**config.mk**
```make
export PLATFORM = sky130hd
export DESIGN_NAME = mem_port_arbiter_flat
export DESIGN_NICKNAME = d
export VERILOG_FILES = /design/src/rtl/rv_mem_pkg.sv /design/src/rtl/mem_port_arbiter_if.sv /design/src/rtl/mem_watchdog.sv /design/src/rtl/mem_port_arbiter.sv /design/src/flat_wrapper.sv
export SDC_FILE = /design/constraint.sdc
export NUM_CORES = 1
export LEC_CHECK = 0
export ABC_AREA = 1
export BUFFER_PORTS_ARGS = -buffer_cell sky130_fd_sc_hd__buf_4
export CORE_ASPECT_RATIO = 1.5
export CORE_MARGIN = 2
export CORE_UTILIZATION = 46
export DETAILED_ROUTE_END_ITERATION = 6
export GPL_ROUTABILITY_DRIVEN = 0
export PLACE_DENSITY = 0.73
export SETUP_SLACK_MARGIN = 0.1
export SLEW_MARGIN = 5
export SYNTH_ARGS = -nofsm -noshare
export SYNTH_HDL_FRONTEND = slang
export SYNTH_SLANG_ARGS = --single-unit
```
**constraint.sdc**
```tcl
create_clock -name clk -period 3.3 [get_ports clk]
set_input_delay 0.66 -clock clk [delete_from_list [all_inputs] [get_ports clk]]
set_output_delay 0.66 -clock clk [all_outputs]
set_load 0.02 [all_outputs]
```
**src/rtl/rv_mem_pkg.sv**
```systemverilog
// Shared types and constants for the unified-memory port arbiter.
package rv_mem_pkg;

    typedef enum logic [1:0] {
        IDLE,
        ISSUE,
        RESP
    } state_t;

    typedef enum logic {
        GNT_IF,
        GNT_DM
    } gnt_t;

    localparam logic [31:0] ERR_DATA = 32'hDEADBEEF;

endpackage

```
**src/rtl/mem_port_arbiter_if.sv**
```systemverilog
// Fetch, data and memory-side signals of the arbiter, bundled as one interface.
// slave = arbiter view, master = pipeline/memory (environment) view.
interface mem_port_arbiter_if #(
    parameter int unsigned ADDR_W = 32,
    parameter int unsigned DATA_W = 32
);
    localparam int unsigned BE_W = DATA_W / 8;

    logic              if_req;
    logic [ADDR_W-1:0] if_addr;
    logic [DATA_W-1:0] if_rdata;
    logic              if_valid;

    logic              dm_req;
    logic              dm_we;
    logic [ADDR_W-1:0] dm_addr;
    logic [DATA_W-1:0] dm_wdata;
    logic [BE_W-1:0]   dm_be;
    logic [DATA_W-1:0] dm_rdata;
    logic              dm_valid;

    logic              stall_if;
    logic              stall_dm;
    logic              err;

    logic              mem_req;
    logic              mem_we;
    logic [ADDR_W-1:0] mem_addr;
    logic [DATA_W-1:0] mem_wdata;
    logic [BE_W-1:0]   mem_be;
    logic              mem_ready;
    logic [DATA_W-1:0] mem_rdata;

    modport slave (
        input  if_req, if_addr,
        input  dm_req, dm_we, dm_addr, dm_wdata, dm_be,
        input  mem_ready, mem_rdata,
        output if_rdata, if_valid,
        output dm_rdata, dm_valid,
        output stall_if, stall_dm, err,
        output mem_req, mem_we, mem_addr, mem_wdata, mem_be
    );

    modport master (
        output if_req, if_addr,
        output dm_req, dm_we, dm_addr, dm_wdata, dm_be,
        output mem_ready, mem_rdata,
        input  if_rdata, if_valid,
        input  dm_rdata, dm_valid,
        input  stall_if, stall_dm, err,
        input  mem_req, mem_we, mem_addr, mem_wdata, mem_be
    );

endinterface

```
**src/rtl/mem_watchdog.sv**
```systemverilog
// ISSUE-phase timeout counter: cleared when a transaction is granted,
// counts every ISSUE cycle, flags the last permitted cycle.
module mem_watchdog #(
    parameter int unsigned TIMEOUT = 64
) (
    input  logic clk,
    input  logic rst,
    input  logic clear_i,
    input  logic run_i,
    output logic expired_o
);
    localparam int unsigned       CNT_W = $clog2(TIMEOUT);
    localparam logic [CNT_W-1:0]  LAST  = CNT_W'(TIMEOUT - 1);

    logic [CNT_W-1:0] cnt_q, cnt_d;

    // Next count: clear on grant, saturating increment while issuing.
    always_comb begin
        cnt_d = cnt_q;
        if (clear_i) begin
            cnt_d = '0;
        end else if (run_i && (cnt_q != LAST)) begin
            cnt_d = cnt_q + CNT_W'(1);
        end
    end

    // Counter register.
    always_ff @(posedge clk or negedge rst) begin
        if (!rst) begin
            cnt_q <= '0;
        end else begin
            cnt_q <= cnt_d;
        end
    end

    assign expired_o = (cnt_q == LAST);

endmodule

```
**src/rtl/mem_port_arbiter.sv**
```systemverilog
// Shares one single-ported memory between instruction fetch and the MEM-stage
// data port: arbitrates in IDLE, holds a registered request in ISSUE until the
// memory answers (or the watchdog expires), pulses completion in RESP.
module mem_port_arbiter
    import rv_mem_pkg::*;
#(
    parameter int unsigned ADDR_W       = 32,
    parameter int unsigned DATA_W       = 32,
    parameter int unsigned STARVE_LIMIT = 4,
    parameter int unsigned TIMEOUT      = 64
) (
    input  logic               clk,
    input  logic               rst,
    mem_port_arbiter_if.slave  bus
);
    localparam int unsigned BE_W = DATA_W / 8;
    localparam logic [3:0]  STARVE_MAX = 4'(STARVE_LIMIT);

    state_t            state_q, state_d;
    gnt_t              gnt_q, gnt_d;
    logic [ADDR_W-1:0] addr_q, addr_d;
    logic              we_q, we_d;
    logic [DATA_W-1:0] wdata_q, wdata_d;
    logic [BE_W-1:0]   be_q, be_d;
    logic              mem_req_q, mem_req_d;
    logic [DATA_W-1:0] if_rdata_q, if_rdata_d;
    logic [DATA_W-1:0] dm_rdata_q, dm_rdata_d;
    logic              if_valid_q, if_valid_d;
    logic              dm_valid_q, dm_valid_d;
    logic              err_q, err_d;
    logic [3:0]        starve_q, starve_d;

    logic              fetch_wins;
    logic              wd_clear, wd_run, wd_expired;

    mem_watchdog #(
        .TIMEOUT (TIMEOUT)
    ) u_watchdog (
        .clk       (clk),
        .rst       (rst),
        .clear_i   (wd_clear),
        .run_i     (wd_run),
        .expired_o (wd_expired)
    );

    // Data has priority unless fetch has already waited through STARVE_LIMIT data grants.
    assign fetch_wins = bus.if_req && (!bus.dm_req || (starve_q == STARVE_MAX));

    // FSM next state, request latches, completion pulses and read-data capture.
    always_comb begin
        state_d    = state_q;
        gnt_d      = gnt_q;
        addr_d     = addr_q;
        we_d       = we_q;
        wdata_d    = wdata_q;
        be_d       = be_q;
        mem_req_d  = 1'b0;
        if_rdata_d = if_rdata_q;
        dm_rdata_d = dm_rdata_q;
        if_valid_d = 1'b0;
        dm_valid_d = 1'b0;
        err_d      = 1'b0;
        wd_clear   = 1'b0;
        wd_run     = 1'b0;

        unique case (state_q)
            IDLE: begin
                if (bus.if_req || bus.dm_req) begin
                    state_d   = ISSUE;
                    mem_req_d = 1'b1;
                    wd_clear  = 1'b1;
                    if (fetch_wins) begin
                        // Fetch is a full-word read.
                        gnt_d   = GNT_IF;
                        addr_d  = bus.if_addr;
                        we_d    = 1'b0;
                        wdata_d = '0;
                        be_d    = '1;
                    end else begin
                        gnt_d   = GNT_DM;
                        addr_d  = bus.dm_addr;
                        we_d    = bus.dm_we;
                        wdata_d = bus.dm_wdata;
                        be_d    = bus.dm_be;
                    end
                end
            end
            ISSUE: begin
                wd_run = 1'b1;
                if (bus.mem_ready) begin
                    state_d = RESP;
                    if (gnt_q == GNT_IF) begin
                        if_rdata_d = bus.mem_rdata;
                        if_valid_d = 1'b1;
                    end else begin
                        if (!we_q) begin
                            dm_rdata_d = bus.mem_rdata;
                        end
                        dm_valid_d = 1'b1;
                    end
                end else if (wd_expired) begin
                    state_d = RESP;
                    err_d   = 1'b1;
                    if (gnt_q == GNT_IF) begin
                        if_rdata_d = DATA_W'(ERR_DATA);
                        if_valid_d = 1'b1;
                    end else begin
                        dm_rdata_d = DATA_W'(ERR_DATA);
                        dm_valid_d = 1'b1;
                    end
                end else begin
                    mem_req_d = 1'b1;
                end
            end
            RESP: begin
                state_d = IDLE;
            end
            default: begin
                state_d = IDLE;
            end
        endcase
    end

    // Starvation counter: counts data grants made while fetch is waiting.
    always_comb begin
        starve_d = starve_q;
        if (!bus.if_req) begin
            starve_d = '0;
        end else if (state_q == IDLE) begin
            if (fetch_wins) begin
                starve_d = '0;
            end else if (starve_q != '1) begin
                starve_d = starve_q + 4'd1;
            end
        end
    end

    // State, latched request and output registers.
    always_ff @(posedge clk or negedge rst) begin
        if (!rst) begin
            state_q    <= IDLE;
            gnt_q      <= GNT_IF;
            addr_q     <= '0;
            we_q       <= 1'b0;
            wdata_q    <= '0;
            be_q       <= '0;
            mem_req_q  <= 1'b0;
            if_rdata_q <= '0;
            dm_rdata_q <= '0;
            if_valid_q <= 1'b0;
            dm_valid_q <= 1'b0;
            err_q      <= 1'b0;
            starve_q   <= '0;
        end else begin
            state_q    <= state_d;
            gnt_q      <= gnt_d;
            addr_q     <= addr_d;
            we_q       <= we_d;
            wdata_q    <= wdata_d;
            be_q       <= be_d;
            mem_req_q  <= mem_req_d;
            if_rdata_q <= if_rdata_d;
            dm_rdata_q <= dm_rdata_d;
            if_valid_q <= if_valid_d;
            dm_valid_q <= dm_valid_d;
            err_q      <= err_d;
            starve_q   <= starve_d;
        end
    end

    assign bus.mem_req   = mem_req_q;
    assign bus.mem_we    = we_q;
    assign bus.mem_addr  = addr_q;
    assign bus.mem_wdata = wdata_q;
    assign bus.mem_be    = be_q;
    assign bus.if_rdata  = if_rdata_q;
    assign bus.if_valid  = if_valid_q;
    assign bus.dm_rdata  = dm_rdata_q;
    assign bus.dm_valid  = dm_valid_q;
    assign bus.err       = err_q;
    assign bus.stall_if  = bus.if_req & ~if_valid_q;
    assign bus.stall_dm  = bus.dm_req & ~dm_valid_q;

endmodule

```
**src/flat_wrapper.sv**
```systemverilog
// flat-port wrapper written by rule: the top's interface ports become plain ports
module mem_port_arbiter_flat import rv_mem_pkg::*;
#(
    parameter int unsigned ADDR_W       = 32,
    parameter int unsigned DATA_W       = 32,
    parameter int unsigned STARVE_LIMIT = 4,
    parameter int unsigned TIMEOUT      = 64
)
  (clk, rst, bus_if_req, bus_if_addr, bus_dm_req, bus_dm_we, bus_dm_addr, bus_dm_wdata, bus_dm_be, bus_mem_ready, bus_mem_rdata, bus_if_rdata, bus_if_valid, bus_dm_rdata, bus_dm_valid, bus_stall_if, bus_stall_dm, bus_err, bus_mem_req, bus_mem_we, bus_mem_addr, bus_mem_wdata, bus_mem_be);
  mem_port_arbiter_if #(.ADDR_W(ADDR_W), .DATA_W(DATA_W)) bus_i ();
  input  logic clk;
  input  logic rst;
  input wire logic [$bits(bus_i.if_req)-1:0] bus_if_req;
  input wire logic [$bits(bus_i.if_addr)-1:0] bus_if_addr;
  input wire logic [$bits(bus_i.dm_req)-1:0] bus_dm_req;
  input wire logic [$bits(bus_i.dm_we)-1:0] bus_dm_we;
  input wire logic [$bits(bus_i.dm_addr)-1:0] bus_dm_addr;
  input wire logic [$bits(bus_i.dm_wdata)-1:0] bus_dm_wdata;
  input wire logic [$bits(bus_i.dm_be)-1:0] bus_dm_be;
  input wire logic [$bits(bus_i.mem_ready)-1:0] bus_mem_ready;
  input wire logic [$bits(bus_i.mem_rdata)-1:0] bus_mem_rdata;
  output wire logic [$bits(bus_i.if_rdata)-1:0] bus_if_rdata;
  output wire logic [$bits(bus_i.if_valid)-1:0] bus_if_valid;
  output wire logic [$bits(bus_i.dm_rdata)-1:0] bus_dm_rdata;
  output wire logic [$bits(bus_i.dm_valid)-1:0] bus_dm_valid;
  output wire logic [$bits(bus_i.stall_if)-1:0] bus_stall_if;
  output wire logic [$bits(bus_i.stall_dm)-1:0] bus_stall_dm;
  output wire logic [$bits(bus_i.err)-1:0] bus_err;
  output wire logic [$bits(bus_i.mem_req)-1:0] bus_mem_req;
  output wire logic [$bits(bus_i.mem_we)-1:0] bus_mem_we;
  output wire logic [$bits(bus_i.mem_addr)-1:0] bus_mem_addr;
  output wire logic [$bits(bus_i.mem_wdata)-1:0] bus_mem_wdata;
  output wire logic [$bits(bus_i.mem_be)-1:0] bus_mem_be;
  assign bus_i.if_req = bus_if_req;
  assign bus_i.if_addr = bus_if_addr;
  assign bus_i.dm_req = bus_dm_req;
  assign bus_i.dm_we = bus_dm_we;
  assign bus_i.dm_addr = bus_dm_addr;
  assign bus_i.dm_wdata = bus_dm_wdata;
  assign bus_i.dm_be = bus_dm_be;
  assign bus_i.mem_ready = bus_mem_ready;
  assign bus_i.mem_rdata = bus_mem_rdata;
  assign bus_if_rdata = bus_i.if_rdata;
  assign bus_if_valid = bus_i.if_valid;
  assign bus_dm_rdata = bus_i.dm_rdata;
  assign bus_dm_valid = bus_i.dm_valid;
  assign bus_stall_if = bus_i.stall_if;
  assign bus_stall_dm = bus_i.stall_dm;
  assign bus_err = bus_i.err;
  assign bus_mem_req = bus_i.mem_req;
  assign bus_mem_we = bus_i.mem_we;
  assign bus_mem_addr = bus_i.mem_addr;
  assign bus_mem_wdata = bus_i.mem_wdata;
  assign bus_mem_be = bus_i.mem_be;
  mem_port_arbiter #(.ADDR_W(ADDR_W), .DATA_W(DATA_W), .STARVE_LIMIT(STARVE_LIMIT), .TIMEOUT(TIMEOUT)) u_core (.clk(clk), .rst(rst), .bus(bus_i));
endmodule
```
==> results of run 1 <==
worst register-to-register path, stage by stage, from the launching register on:
cell,delay (ns)
dfrtp_1,0.41
nor2_4,0.22
inv_1,0.16
nor2_2,0.12
buf_4,0.37
nand3_4,0.40
nand2_1,0.18
nand2_1,0.07
cells in the mapped netlist:
master,instances
xor2_1,2
or2_2,25
o21bai_1,1
nand3_4,1
nand4_1,37
nand3_1,148
clkbuf_1,13
o21ai_1,2
a21oi_1,2
buf_6,5
nor2_2,2
clkinv_1,1
nand2_1,327
nor2_1,21
buf_4,7
nor2_4,1
buf_1,1
inv_2,2
o21bai_2,1
nand2_2,3
a21boi_0,1
inv_1,89
o21ai_0,3
ha_1,3
dfrtp_1,150
buf_2,29
kinds of logic (layout without fill, tap and decap cells):
| group | Yosys count | after routing | synth area share |
|---|---|---|---|
| and+or+nand+nor | 565 | 565 | 0.356 |
| DFF | 150 | 150 | 0.535 |
| buffers and inverters | 147 | 411 | 0.0929 |
| AOI/OAI and AO/OA | 10 | 10 | 0.00874 |
| adders and majority gates | 3 | 3 | 0.00535 |
| xor gates and xnor gates | 2 | 2 | 0.00250 |
worst max path at each step:
stage	slack [ns]	start	cells past startpoint	end
after global placement	1.08	bus_if_req	6	u_core.u_watchdog.cnt_q[3]
after floorplan	1.19	bus_if_req	4	bus_stall_if
after global routing	1.11	u_core.state_q[1]	7	u_core.bus.dm_rdata[2]
final	1.26	u_core.state_q[1]	7	u_core.bus.dm_rdata[11]
after CTS	1.24	u_core.state_q[1]	7	u_core.bus.dm_rdata[25]
after detailed placement	1.07	bus_if_req	6	u_core.u_watchdog.cnt_q[3]
cell type report:
class	count	area [um2]
Multi-Input combinational cell	580	2620
Clock inverter	13	146
Clock buffer	18	439
Fill cell	1413	5240
Sequential cell	150	3750
Timing Repair Buffer	288	2200
Inverter	92	345
Tap cell	199	249
metal layers:
layer  wire length, um  global-route usage
met5                 0                   0
met4               399              0.0819
met3              1480              0.0725
met2             10400               0.436
met1              7430               0.286
registers in the layout, summed over array words and instances, names as in the netlist, 2 cells and up:
name,flops
u_core.bus.dm_rdata,32
u_core.bus.if_rdata,32
u_core.bus.mem_addr,32
u_core.bus.mem_wdata,32
u_core.u_watchdog.cnt_q,6
u_core.bus.mem_be,4
u_core.starve_q,4
u_core.state_q,2
per-stage QoR:
| stage | util | instances |
|---|---|---|
| 6_report | 0.651 | 1340 |
| 3_3_place_gp | 0.612 | 1309 |
| 3_5_place_dp | 0.612 | 1309 |
| 4_1_cts | 0.651 | 1340 |
| 5_1_grt | 0.651 | 1340 |
| 2_1_floorplan | - | 877 |
power groups by stage:
stage               combinational, mW  sequential (mW)  clock, mW
floorplan                        1.51             4.04          0
global placement                 4.22             3.17          0
detailed placement               4.28             3.16          0
CTS                              4.28             3.16       1.97
global route                     4.61             3.26       2.07
finish                           4.23             3.16       1.93
==> results_dict.tcl, run 1 <==
set metrics [dict create \
    cts_hold_buf 0 \
    rr_worst_depth 7 \
    ys_top_cells_by_area "dfrtp_1 (53%), nand2_1 (17%), nand3_1 (11%), inv_1 (4.8%), nand4_1 (3.3%)" \
    vias 6628 \
    post_route_cells_drive_above_1_share 0.311 \
    finClkSkew_ns 0.0145 \
    setup_viol 0 \
    nNetsFinal 1270 \
    power_mw 9.32 \
    antenna_found_initial 0 \
    h-tree-depth 4 \
    p_switching_mw 3.90 \
    drc 0 \
    cp_data_arrival_time_ns 2.33 \
    min_period_ns 2.04 \
    power_frac_clock 0.207 \
    drtIter0Drc 328 \
    status "finished, final reports clean" \
    power_frac_comb 0.454 \
    ys_types 26 \
    cp_top_family "simple AND/OR/NAND/NOR gates" \
    startpoint_type "register" \
    post-place-ws_ns 1.07 \
    initial_core_util 0.468 \
    syn-num-nets 1018 \
    avgRoutedWirePerCell_um 14.7 \
    netSwitchingFraction 0.418 \
    internal-power_mw 5.42 \
    crit_buf_inv 2 \
    crit_fanout 33 \
    power.density_mw_per_mm2 955 \
    finalHoldViolCount 0 \
    fin_tns_setup_ns 0 \
    clk-insertion-delay-late_ns 0.41 \
    numCtsBuffers 17 \
    dr.pass1.iters 5 \
    synth-seq-cells 150 \
    worstPathCellList "nor2_4, inv_1, nor2_2, buf_4, nand3_4, nand2_1, nand2_1" \
    cts_max_path_buffers 2 \
    cts.sinks 150 \
    ir_worst_vdd_mv 0.481 \
    most-common-layout-cells "nand2_1 (327), buf_4 (284), dfrtp_1 (150), nand3_1 (148), inv_1 (89)" \
    cts_setup_buffers 0 \
    hold_ws_ns 0.209 \
    cts_tree "yes" \
    grt.overflow.total 0 \
    area_growth_pct 39.1 \
    rsz0062_at_grt "no" \
    seq_area_frac_synth 0.535 \
    power_leakage_nw 5.59 \
    vias_per_cell 4.95 \
    n_antenna_cell 0 \
    reg2reg_slack_ns 1.26 \
    grt_usage 0.247 \
    r2r-start "u_core.state_q[1]" \
    rows 55 \
    hold_path.class "in -> async" \
    grt_pass1_wl_um 32100 \
    critPathMostFrequentCell "nand2_1" \
    hpwl_um 13900 \
    seq_power_share 0.339 \
    cp-end-kind "register" \
    period_share 0.618 \
    grt_max_degree 75 \
    ioPinCount 277 \
    synth_top_area_frac 0.535 \
    die_h_um 155 \
    coreArea_mm2 0.0150 \
    dieArea_mm2 0.0163 \
    root_buffer "clkbuf_16" \
    ctsResizeCount 0 \
    slew_violations 0 \
    setup.worst_path.class "reg -> reg" \
    cap_violations 0 \
    yosysTopAreaCell "dfrtp_1" \
    cp_slowest_cell "dfrtp_1" \
    worst_slack_ns 1.26 \
    placed_cell_area_mm2 0.00917 \
    die_w_um 105 \
    clkSlewWorstSetupHoldPaths_ns 0.06 \
    syn-cell-area_mm2 0.00702 \
    wirelength_um 19700 \
    final_area_mm2 0.00976 \
    relSlewSlack 0.486 \
    worstMarginPinSlew_ns 0.772 \
    final_common_cell "nand2_1" \
    reg2reg_to "u_core.bus.dm_rdata[11]" \
    required_ns 3.59 \
    syn-instance-count 877 \
    place.port_buffers 276 \
    antenna_left 0 \
    yosysWarnings 0 \
    max_freq_mhz 491 \
    crit_path_max_incr_delay_ns 0.41 \
    grt_pass1_vias 6504 \
    synth.avg_cell_area_um2 8.00 \
]
Power figures use the tool's default switching activity.
==> run 2: changes to the inputs <==
CORE_UTILIZATION = 44   (was 46)
clock period = 1.64 ns   (was 3.3 ns; I/O delays follow)
==> run 2 against run 1 <==
Effect of this change:
- largest power group unchanged
- register-to-register slack got worse by 1.1 ns
- largest cell class unchanged
- final cell count rose by 2.5%
- first-iteration DRC count rose by 28%
==> results_dict.tcl, run 2 (synthesis gave the netlist of run 1 again) <==
set metrics [dict create \
    cp_data_arrival_time_ns 1.78 \
    place.port_buffers 276 \
    drc 0 \
    p_switching_mw 8.10 \
    antenna_left 0 \
    cts_tree "yes" \
    crit_path_max_incr_delay_ns 0.39 \
    power_mw 19.3 \
    cts_max_path_buffers 2 \
    die_w_um 107 \
    netSwitchingFraction 0.421 \
    cp-end-kind "register" \
    post_route_cells_drive_above_1_share 0.336 \
    layout.cells.non_filler 1374 \
    final_area_mm2 0.0102 \
    critPathLaunch "u_core.u_watchdog.cnt_q[0]" \
    status "finished, final reports clean" \
    min_period_ns 1.47 \
    seq_power_share 0.330 \
    initial_core_util 0.449 \
    grt_usage 0.245 \
    hpwl_um 14600 \
    max_freq_mhz 681 \
    finalHoldViolCount 0 \
    worstPathCellList "ha_4, nand3_2, o21bai_4, buf_6, nand3_4, buf_12, nand2_1, nand2_1" \
    power_frac_comb 0.471 \
    die_h_um 159 \
    vias 6882 \
    numCtsBuffers 17 \
    worstMarginPinSlew_ns 0.332 \
    required_ns 1.95 \
    cap_violations 0 \
    drtIter0Drc 419 \
    endpoint "u_core.bus.dm_rdata[17]" \
    clkSlewWorstSetupHoldPaths_ns 0.07 \
    final_common_cell "nand2_1" \
    rsz0062_at_grt "yes" \
    cp_slowest_cell "dfrtp_1" \
    finClkSkew_ns 0.0144 \
    ir_worst_vdd_mv 1.05 \
    n_antenna_cell 0 \
    internal-power_mw 11.2 \
    power.density_mw_per_mm2 1880 \
    crit_buf_inv 2 \
    nNetsFinal 1299 \
    ioPinCount 277 \
    min_path_cells 3 \
    relSlewSlack 0.779 \
    grt_pass1_vias 6619 \
    slew_violations 0 \
    startpoint_type "register" \
    area_growth_pct 45.7 \
    nFillCells 1367 \
    critPathMostFrequentCell "nand2_1" \
    power_leakage_nw 5.82 \
    clk-insertion-delay-late_ns 0.42 \
    rows 56 \
    rr_worst_depth 8 \
    wirelength_um 21000 \
    dp_cells 1335 \
    vias_per_cell 5.01 \
    coreArea_mm2 0.0156 \
    most-common-layout-cells "nand2_1 (326), buf_4 (297), dfrtp_1 (150), nand3_1 (145), inv_1 (87)" \
    period_share 0.896 \
    dieArea_mm2 0.0170 \
    path_depth 8 \
    setup.worst_path.class "reg -> reg" \
    placed_cell_area_mm2 0.00941 \
    grt.overflow.total 0 \
    hold_path.class "in -> reg" \
    crit_fanout 25 \
    dr.pass1.iters 5 \
    reg2reg_to "u_core.bus.dm_rdata[17]" \
    setup_viol 0 \
    h-tree-depth 4 \
    grt_pass1_wl_um 32600 \
    antenna_found_initial 0 \
    power_frac_clock 0.199 \
    r2r-start "u_core.u_watchdog.cnt_q[0]" \
    avgRoutedWirePerCell_um 15.3 \
    cp_top_family "flip-flops" \
    grt_max_degree 65 \
    reg2reg_slack_ns 0.17 \
    fin_tns_setup_ns 0 \
    cts.sinks 150 \
    root_buffer "clkbuf_16" \
]
[run 2: how the worst min path moves through the flow]
stage	start	to
CTS	bus_dm_wdata[3]	u_core.bus.mem_wdata[3]
detailed placement	rst	u_core.bus.mem_addr[14]
finish	bus_dm_wdata[3]	u_core.bus.mem_wdata[3]
global placement	rst	u_core.bus.mem_addr[18]
global route	bus_dm_be[0]	u_core.bus.mem_be[0]
floorplan	rst	u_core.bus.dm_rdata[0]
[run 2: worst register-to-register path, cell delays in order, from the launching register on]
cell	delay, ns
dfrtp_1	0.39
ha_4	0.17
nand3_2	0.11
o21bai_4	0.19
buf_6	0.14
nand3_4	0.07
buf_12	0.17
nand2_1	0.08
nand2_1	0.05
[run 2: power by group through the flow]
| stage | Clock [mW] | Combinational (mW) | Sequential (mW) |
|---|---|---|---|
| detailed placement | 0 | 9.00 | 6.33 |
| global placement | 0 | 8.81 | 6.35 |
| finish | 3.83 | 9.08 | 6.34 |
| global route | 4.06 | 9.86 | 6.52 |
| floorplan | 0 | 3.03 | 8.13 |
| CTS | 3.91 | 9.03 | 6.33 |
[run 2: routing by layer]
| layer | global-route usage | up-vias | wire [um] |
|---|---|---|---|
| li1 | - | 3332 | - |
| met1 | 0.286 | 3230 | 7950 |
| met2 | 0.432 | 281 | 11100 |
| met3 | 0.0634 | 39 | 1430 |
| met4 | 0.0878 | 0 | 516 |
| met5 | 0 | - | 0 |
[run 2: per-stage QoR]
stage	setup WS [ns]	hold WS, ns	util
5_1_grt	0.0802	0.120	0.654
6_report	0.171	0.126	0.654
3_3_place_gp	0.126	0.229	0.602
4_1_cts	0.0817	0.112	0.643
2_1_floorplan	0.195	0.0324	-
3_5_place_dp	0.0364	0.232	0.602
[run 2: layout make-up]
class	instances	area, um2	area share
Tap cell	203	254	0.0248
Timing Repair Buffer	317	2590	0.254
Clock inverter	14	136	0.0133
Inverter	92	345	0.0338
Sequential cell	150	3750	0.367
Multi-Input combinational cell	580	2700	0.264
Clock buffer	18	439	0.0430
[run 2: timing repair]
| item | 4_1_cts | 5_1_grt |
|---|---|---|
| endpoints found under the setup margin | 57 | 130 |
| pin swaps | 1 | 5 |
| endpoints found under the hold margin | 29 | 0 |
| resized for setup | 6 | 20 |
| hold buffers | 1 | 0 |
| setup buffers | 0 | 2 |
| cloned | 1 | 3 |
==> run 3: changes to the inputs <==
ABC_CLOCK_PERIOD_IN_PS = 1640   (was not set)
RECOVER_POWER = 100   (was not set)
==> run 3 against run 2 <==
Effect of this change:
- combinational power shrank 15%
- sequential share of layout area grew 2.2 points
- first-iteration DRC count shrank 6.9%
- highest routed layer unchanged
- largest power group unchanged
- non-clock buffer count is the same
- clock skew is essentially flat
- sequential power shrank 0.6%
- flip-flop and latch count is the same
- register-to-register slack lost 0.06 ns
- final cell count is the same
- setup slack lost 0.064 ns
==> results_dict.tcl, run 3 (synthesis gave the netlist of run 1 again) <==
set metrics [dict create \
    clk-insertion-delay-late_ns 0.42 \
    vias_per_cell 5.00 \
    dp_cells 1335 \
    grt_pass1_vias 6619 \
    n_antenna_cell 0 \
    hold_path.class "in -> reg" \
    p_switching_mw 8.06 \
    dieArea_mm2 0.0170 \
    dr.pass1.iters 5 \
    status "finished, final reports clean" \
    cts.sinks 150 \
    rows 56 \
    rsz0062_at_grt "yes" \
    cts_tree "yes" \
    clkSlewWorstSetupHoldPaths_ns 0.07 \
    avgRoutedWirePerCell_um 15.3 \
    die_w_um 107 \
    grt_usage 0.245 \
    power_leakage_nw 5.27 \
    numCtsBuffers 17 \
    worstMarginPinSlew_ns 0.881 \
    cp_data_arrival_time_ns 1.84 \
    antenna_left 0 \
    coreArea_mm2 0.0156 \
    grt.overflow.total 0 \
    finalHoldViolCount 0 \
    power.density_mw_per_mm2 1860 \
    layout.cells.non_filler 1374 \
    grt_max_degree 65 \
    hold_ws_ns 0.124 \
    die_h_um 159 \
    root_buffer "clkbuf_16" \
    regArea_mm2 0.00375 \
    antenna_found_initial 0 \
    h-tree-depth 4 \
    area_growth_pct 37.5 \
    power_frac_comb 0.434 \
    multi_input_area_mm2 0.00269 \
    nNetsFinal 1299 \
    post_route_cells_drive_above_1_share 0.216 \
    nFillCells 1539 \
    setup.worst_path.class "reg -> reg" \
    reg2reg_slack_ns 0.11 \
    place.port_buffers 276 \
    power_mw 17.9 \
    vias 6866 \
    netSwitchingFraction 0.450 \
    wirelength_um 21100 \
    worstPathCellList "inv_2, ha_4, nand3_4, nand2_4, nand2_4, clkbuf_2, nand2_1, nand3_1, nand2_1" \
    final_common_cell "nand2_1" \
    relSlewSlack 0.413 \
    power_frac_clock 0.215 \
    drc 0 \
    required_ns 1.95 \
    period_share 0.935 \
    cp_slowest_cell "dfrtp_1" \
    grt_pass1_wl_um 32600 \
    min_period_ns 1.53 \
    crit_path_max_incr_delay_ns 0.37 \
    drtIter0Drc 390 \
    internal-power_mw 9.83 \
    ioPinCount 277 \
    initial_core_util 0.449 \
    cap_violations 0 \
    most-common-layout-cells "nand2_1 (326), buf_4 (155), dfrtp_1 (150), nand3_1 (145), clkbuf_1 (139)" \
    startpoint_type "register" \
    hpwl_um 14600 \
    finClkSkew_ns 0.0146 \
    crit_fanout 6 \
    seq_power_share 0.352 \
    max_freq_mhz 652 \
    slew_violations 0 \
    ir_worst_vdd_mv 0.965 \
    setup_viol 0 \
    fin_tns_setup_ns 0 \
    cts_max_path_buffers 2 \
    cp-end-kind "register" \
]
-- run 3: cell types whose count changed in the layout (fill, tap and decap cells not counted), sizes merged --
cell    delta
clkbuf   +144
buf      -144
-- run 3: power groups by stage --
stage                     registers (mW)  clock network (mW)  logic [mW]
final                               6.30                3.84        7.76
after global routing                6.48                4.06        8.54
after CTS                           6.33                3.91        9.03
after detailed placement            6.33                   0        9.00
after global placement              6.35                   0        8.81
after floorplan                     8.13                   0        3.03
-- run 3: stage by stage --
| step | util | area (um2) | worst slack [ns] |
|---|---|---|---|
| floorplan | - | 7020 | 0.195 |
| detailed placement | 0.602 | 9410 | 0.0364 |
| CTS | 0.643 | 10100 | 0.0817 |
| global route | 0.617 | 9650 | 0.0385 |
| global placement | 0.602 | 9410 | 0.126 |
| finish | 0.617 | 9650 | 0.107 |
-- run 3: area by class of cell --
class | instances | share of cell area
clock buffers | 18 | 0.0455
clock inverters | 14 | 0.0141
inverters | 92 | 0.0358
multi-input cells | 580 | 0.279
flip-flops and latches | 150 | 0.389
well taps | 203 | 0.0263
repair buffers | 317 | 0.210
-- run 3: critical path, delay by kind of cell (launching register included) --
family,cells,cell delay [ns]
adders and majority gates,1,0.16
and+or+nand+nor,6,0.59
DFF,1,0.37
buffers and inverters,2,0.30
-- run 3: worst paths after layout --
path | start | end | cells past startpoint
worst max-delay path | u_core.starve_q[0] | u_core.bus.mem_addr[31] | 9
worst max register to register | u_core.starve_q[0] | u_core.bus.mem_addr[31] | 9
max in group asynchronous | rst | u_core.bus.mem_wdata[19] | 3
worst min-delay path | bus_dm_wdata[9] | u_core.bus.mem_wdata[9] | 3
worst min register to register | u_core.bus.dm_rdata[9] | u_core.bus.dm_rdata[9] | 2
min in group asynchronous | rst | u_core.bus.mem_addr[14] | 2
-- run 3: timing repair --
action	in CTS	in global routing
hold buffers	1	0
setup endpoints to repair	57	130
setup buffers	0	2
cloned	1	3
pin swaps	1	5
gates resized for setup	6	20
endpoints found under the hold margin	29	0
-- run 3: layer usage --
layer / vias to the layer above / share of wire / GRT usage
li1: 3323 / - / -
met1: 3227 / 0.38 / 0.286
met2: 279 / 0.53 / 0.432
met3: 37 / 0.071 / 0.0634
met4: 0 / 0.023 / 0.0878
met5: - / 0 / 0
